## src/rtl/eco_bist_pkg.sv

```systemverilog
// Shared types and constants for the ECO cone BIST controller.
// Holds the FSM state type, default feedback masks and the seed fix-up helper.
package eco_bist_pkg;

  typedef enum logic [1:0] {
    IDLE  = 2'd0,
    RUN   = 2'd1,
    DRAIN = 2'd2,
    FIN   = 2'd3
  } state_t;

  localparam logic [3:0]  TAPS_W4  = 4'hC;
  localparam logic [9:0]  TAPS_W10 = 10'h240;
  localparam logic [15:0] TAPS_W16 = 16'hB400;

  // An all-zero LFSR state never leaves zero, so a zero seed becomes 1.
  function automatic logic [63:0] fix_seed(input logic [63:0] seed);
    return (seed == 64'd0) ? 64'd1 : seed;
  endfunction

endpackage

```

## src/rtl/eco_lfsr.sv

```systemverilog
// Shift register with XOR feedback: plain Fibonacci LFSR with din=0,
// multiple-input signature register when din carries the cone response.
module eco_lfsr
  import eco_bist_pkg::*;
#(
  parameter int               WIDTH = 16,
  parameter logic [WIDTH-1:0] TAPS  = WIDTH'(TAPS_W16)
) (
  input  logic             i_clk,
  input  logic             i_rst_n,
  input  logic             i_load,
  input  logic [WIDTH-1:0] i_seed,
  input  logic             i_en,
  input  logic [WIDTH-1:0] i_din,
  output logic [WIDTH-1:0] o_q
);

  logic [WIDTH-1:0] r_q;

  always_ff @(posedge i_clk or negedge i_rst_n) begin
    if (!i_rst_n) begin
      r_q <= '0;
    end else if (i_load) begin
      r_q <= i_seed;
    end else if (i_en) begin
      r_q <= {r_q[WIDTH-2:0], ^(r_q & TAPS)} ^ i_din;
    end
  end

  assign o_q = r_q;

endmodule

```

## src/rtl/eco_bist_ctrl.sv

```systemverilog
// BIST controller: streams LFSR patterns into an external cone, compacts the
// responses into a MISR signature and compares it against a golden value.
module eco_bist_ctrl
  import eco_bist_pkg::*;
#(
  parameter int               IN_W      = 10,
  parameter int               OUT_W     = 3,
  parameter int               SIG_W     = 16,
  parameter int               CNT_W     = 16,
  parameter int               PIPE      = 0,
  parameter logic [IN_W-1:0]  LFSR_TAPS = IN_W'(TAPS_W10),
  parameter logic [IN_W-1:0]  LFSR_SEED = IN_W'(1),
  parameter logic [SIG_W-1:0] MISR_TAPS = SIG_W'(TAPS_W16)
) (
  input  logic             i_clk,
  input  logic             i_rst_n,
  input  logic             i_start,
  input  logic             i_abort,
  input  logic [CNT_W-1:0] i_npat,
  input  logic [SIG_W-1:0] i_golden,
  output logic [IN_W-1:0]  o_stim,
  input  logic [OUT_W-1:0] i_y,
  output logic             o_busy,
  output logic             o_done,
  output logic             o_pass,
  output logic [SIG_W-1:0] o_sig
);

  localparam logic [IN_W-1:0] SEED_FIX  = IN_W'(fix_seed(64'(LFSR_SEED)));
  localparam logic [2:0]      DCNT_INIT = (PIPE > 0) ? 3'(PIPE - 1) : 3'd0;

  state_t           r_state;
  state_t           w_next;
  logic [CNT_W-1:0] r_cnt;
  logic [2:0]       r_dcnt;
  logic             r_pass;
  logic             w_start;
  logic             w_issue;
  logic             w_last;
  logic             w_cap;
  logic [IN_W-1:0]  w_stim;
  logic [SIG_W-1:0] w_sig;

  assign w_start = (r_state == IDLE) && i_start && !i_abort;
  assign w_issue = (r_state == RUN);
  assign w_last  = (r_state == RUN) && (r_cnt == CNT_W'(1));

  always_ff @(posedge i_clk or negedge i_rst_n) begin
    if (!i_rst_n) begin
      r_state <= IDLE;
    end else begin
      r_state <= w_next;
    end
  end

  always_comb begin
    w_next = r_state;
    case (r_state)
      IDLE: begin
        if (w_start) begin
          if (i_npat != '0) begin
            w_next = RUN;
          end else begin
            w_next = (PIPE == 0) ? FIN : DRAIN;
          end
        end
      end
      RUN: begin
        if (w_last) begin
          w_next = (PIPE == 0) ? FIN : DRAIN;
        end
      end
      DRAIN: begin
        if (r_dcnt == 3'd0) begin
          w_next = FIN;
        end
      end
      FIN: begin
        w_next = IDLE;
      end
      default: begin
        w_next = IDLE;
      end
    endcase
    if (i_abort) begin
      w_next = IDLE;
    end
  end

  // Pattern counter and drain-length counter.
  always_ff @(posedge i_clk or negedge i_rst_n) begin
    if (!i_rst_n) begin
      r_cnt  <= '0;
      r_dcnt <= '0;
    end else if (i_abort) begin
      r_cnt  <= '0;
      r_dcnt <= '0;
    end else begin
      if (w_start) begin
        r_cnt <= i_npat;
      end else if (r_state == RUN) begin
        r_cnt <= r_cnt - CNT_W'(1);
      end
      if ((w_next == DRAIN) && (r_state != DRAIN)) begin
        r_dcnt <= DCNT_INIT;
      end else if (r_state == DRAIN) begin
        r_dcnt <= r_dcnt - 3'd1;
      end
    end
  end

  always_ff @(posedge i_clk or negedge i_rst_n) begin
    if (!i_rst_n) begin
      r_pass <= 1'b0;
    end else if (i_abort || w_start) begin
      r_pass <= 1'b0;
    end else if (r_state == FIN) begin
      r_pass <= (w_sig == i_golden);
    end
  end

  // Each issued pattern carries a tag down a PIPE-deep pipe so its response is
  // compacted exactly when it leaves the cone.
  generate
    if (PIPE == 0) begin : g_nopipe
      assign w_cap = w_issue;
    end else begin : g_pipe
      logic [PIPE-1:0] r_vpipe;
      always_ff @(posedge i_clk or negedge i_rst_n) begin
        if (!i_rst_n) begin
          r_vpipe <= '0;
        end else if (i_abort) begin
          r_vpipe <= '0;
        end else begin
          r_vpipe <= (r_vpipe << 1) | PIPE'(w_issue);
        end
      end
      assign w_cap = r_vpipe[PIPE-1];
    end
  endgenerate

  // A zero-length run never loads the LFSR, so STIM keeps its previous value.
  eco_lfsr #(
    .WIDTH (IN_W),
    .TAPS  (LFSR_TAPS)
  ) u_lfsr (
    .i_clk   (i_clk),
    .i_rst_n (i_rst_n),
    .i_load  (w_start && (i_npat != '0)),
    .i_seed  (SEED_FIX),
    .i_en    ((r_state == RUN) && !w_last),
    .i_din   ('0),
    .o_q     (w_stim)
  );

  eco_lfsr #(
    .WIDTH (SIG_W),
    .TAPS  (MISR_TAPS)
  ) u_misr (
    .i_clk   (i_clk),
    .i_rst_n (i_rst_n),
    .i_load  (w_start),
    .i_seed  ('0),
    .i_en    (w_cap),
    .i_din   (SIG_W'(i_y)),
    .o_q     (w_sig)
  );

  assign o_stim = w_stim;
  assign o_sig  = w_sig;
  assign o_busy = (r_state == RUN) || (r_state == DRAIN);
  assign o_done = (r_state == FIN) && !i_abort;
  assign o_pass = r_pass;

endmodule

```

## config.mk

```make
export PLATFORM = sky130hd
export DESIGN_NAME = eco_bist_ctrl
export DESIGN_NICKNAME = d
export VERILOG_FILES = /design/src/rtl/eco_bist_pkg.sv /design/src/rtl/eco_lfsr.sv /design/src/rtl/eco_bist_ctrl.sv
export SDC_FILE = /design/constraint.sdc
export NUM_CORES = 1
export LEC_CHECK = 0
export CORE_MARGIN = 2
export CORE_UTILIZATION = 40
export DETAILED_ROUTE_END_ITERATION = 8
export PLACE_DENSITY = 0.62
export REMOVE_ABC_BUFFERS = 1
export SYNTH_ARGS = -nofsm -noshare
export SYNTH_HDL_FRONTEND = slang
export SYNTH_HIERARCHICAL = 1
export SYNTH_SLANG_ARGS = --single-unit
export TNS_END_PERCENT = 30
```

## constraint.sdc

```tcl
create_clock -name i_clk -period 2.51 [get_ports i_clk]
set_input_delay 0.753 -clock i_clk [delete_from_list [all_inputs] [get_ports i_clk]]
set_output_delay 0.753 -clock i_clk [all_outputs]
set_load 0.02 [all_outputs]
```

==> results.yml <==
run_status:
  status: "finished, final reports clean"
place:
  place_congestion: 0.831
  place_inst: 554
  dp_hpwl_mm: 5.52
  dpl_cell_area_sq_um: 4230
  pre_cts_ws_ns: -0.197
  port_buffers: 67
synthesis:
  yosysUniqueCellTypes: 49
  synth_area_sq_um: 3170
  ys_seq_area_share_pct: 37.9
  synth_edf_count: 0
  yosys-top-cells-count: "dfrtp_1 (48), xor2_1 (43), nand2_1 (34)"
  yosysMostFrequentCell: "dfrtp_1"
  synthTopCellsByArea: "dfrtp_1 (38%), xor2_1 (12%), mux2i_1 (7.9%), nand2_1 (4.0%), o21ai_1 (3.6%)"
  synth_warnings: 6
  ys.flop_type: "dfrtp_1"
  async_flop_share_pct: 100
  synth_top_area_share_pct: 37.9
  ys_ff_latch: 48
  yosysTopAreaCell: "dfrtp_1"
  synthCells: 337
  avgSynthCellArea_sq_um: 9.40
timing:
  setup_viol: 0
  min_period_ns: 2.42
  finalCritPeriodShare_pct: 96.6
  final-hold-violation-count: 0
  slew_headroom_pct: 54.5
  rsz0062_at_grt: "no"
  report.final.slew_viol_count: 0
  tightest_slew_ns: 0.682
  fin_skew_ns: 0.00763
  worst_hold_slack_ns: 0.430
  max_freq_mhz: 412
  setup-tns-final_ns: 0
  setup_ws_ns: 0.0850
grt:
  grt_max_degree: 36
  grt_pass1_wl_mm: 12.8
  grt_pass1_vias: 2714
  grt_antenna_before_repair: 0
  overflow: 0
  grt_use_total_pct: 18.6
finish:
  stdcell_area_sq_um: 4340
  fill_cells: 727
  final_nets: 507
  antenna_cells: 0
  utilization_pct: 56.5
  drive_gt1_share_pct: 8.70
  fin_cells: 562
  area_growth_pct: 37.0
route:
  drt_iter0_drc: 83
  post_drt_wl_per_cell_microns: 13.2
  ant_nets: 0
  firstDrtPassIters: 4
  drt_wl_total_mm: 7.42
  vias: 2673
  drc: 0
  avgViaCountPerCell: 4.76
clock_tree:
  htreeDepth: 2
  clk_latency_ns: 0.31
  cts_setup_buffers: 0
  root_buffer: "clkbuf_8"
  cts_tree: "built"
  cts_buffer_depth: 2
  path_clk_slew_ns: 0.09
  numClockSinks: 48
  numCtsBuffers: 5
worst_setup_path:
  crit_path_max_fanout: 2
  timing.rr.end: "u_lfsr/o_q[0]"
  crit_start: "i_abort"
  endpoint: "o_done"
  critPathKind: "in -> out"
  cp.required_ns: 1.76
  timing.rr.start: "r_cnt[2]"
  worst_setup_path_start_kind: "input port"
  r2r_cells: 6
  endpoint_kind: "primary output"
  r2r_slack_ns: 0.20
  cp_data_arrival_time_ns: 1.67
die:
  rows: 32
  core_sq_um: 7690
  die_area_sq_um: 8650
  die_width_microns: 93.0
  initial_core_util_pct: 41.2
  ios: 68
  die_y_microns: 93.0
flow_run:
  maxCapViolations: 0
pwr:
  power_mw: 4.03
  ir_worst_vdd_v: 0.000476
  power_density_nw_per_um2: 929
  leakage_nw: 1.84
min_path:
  min_path_type: "in -> async"
cells in the final DEF (no fill, tap or decap), types with 5 or more instances in the layout:
master and instances:
clkdlybuf4s50_1 64, o21ai_1 23, nor4_1 8, nand2_1 34
clkbuf_8 5, inv_1 9, buf_4 16, mux2i_1 25
o21ai_0 9, dfrtp_1 48, a211oi_1 10, xnor2_1 10
nor2_1 21, ha_1 9, a21oi_1 7, nor3_1 7
nor4_2 5, xor2_1 43, conb_1 49, nand3_1 5
critical path, stage by stage:
cell and delay, ns:
clkdlybuf4s50_1 0.46, nor2_1 0.12, dlygate4sd2_1 0.34
registers in the layout, indices dropped and copies added (netlist names):
name and flops:
r_cnt 16, u_misr/o_q 16, r_state 2, r_dcnt 3
o_pass 1, u_lfsr/o_q 10
area by class of cell:
class | instances | area, sq um | share of cell area (%)
clock buffers | 6 | 72.6 | 1.67
multi-input cells | 309 | 2030 | 46.7
clock inverters | 2 | 35.0 | 0.807
well taps | 102 | 128 | 2.94
flip-flops and latches | 48 | 1200 | 27.7
inverters | 9 | 33.8 | 0.778
repair buffers | 86 | 843 | 19.4
kinds of logic (layout without fill, tap and decap cells):
logic type      after synthesis  count (layout)  synth area share (%)
other cells                   2              49                 0.237
buf+inv                      27             103                  4.07
flops                        48              48                  37.9
simple gates                108             108                  18.1
fa+ha+maj                     9               9                  3.55
compound gates               63              63                  12.4
xor+xnor                     54              54                  15.4
mux                          26              26                  8.25
routing by layer:
layer / up-vias / part of all wire, % / GRT usage, %
met2: 53 / 46 / 30.3
met4: 0 / 1.1 / 5.76
met5: - / 0 / 0
met3: 6 / 5.0 / 4.27
li1: 1387 / - / -
met1: 1227 / 48 / 24.7
where the power goes:
group	internal (mW)	switching, mW
clock network	0.296	0.264
logic	1.04	1.02
registers	1.05	0.373
total	2.38	1.66
worst min-delay path by stage:
stage             from       end  slack, ns  cells after the start
4_1_cts        i_rst_n  r_cnt[6]       0.44                      1
2_1_floorplan  i_rst_n    o_pass       0.46                      0
6_report       i_rst_n  r_cnt[6]       0.43                      1
3_3_place_gp    o_pass    o_pass       0.51                      2
5_1_grt        i_rst_n  r_cnt[6]       0.46                      1
3_5_place_dp    o_pass    o_pass       0.52                      2
repair_timing:
item	in CTS	in global routing
hold buffers	0	0
gates resized for setup	2	1
setup endpoints to repair	2	1
Note: power is estimated with default switching activity, not from simulation.
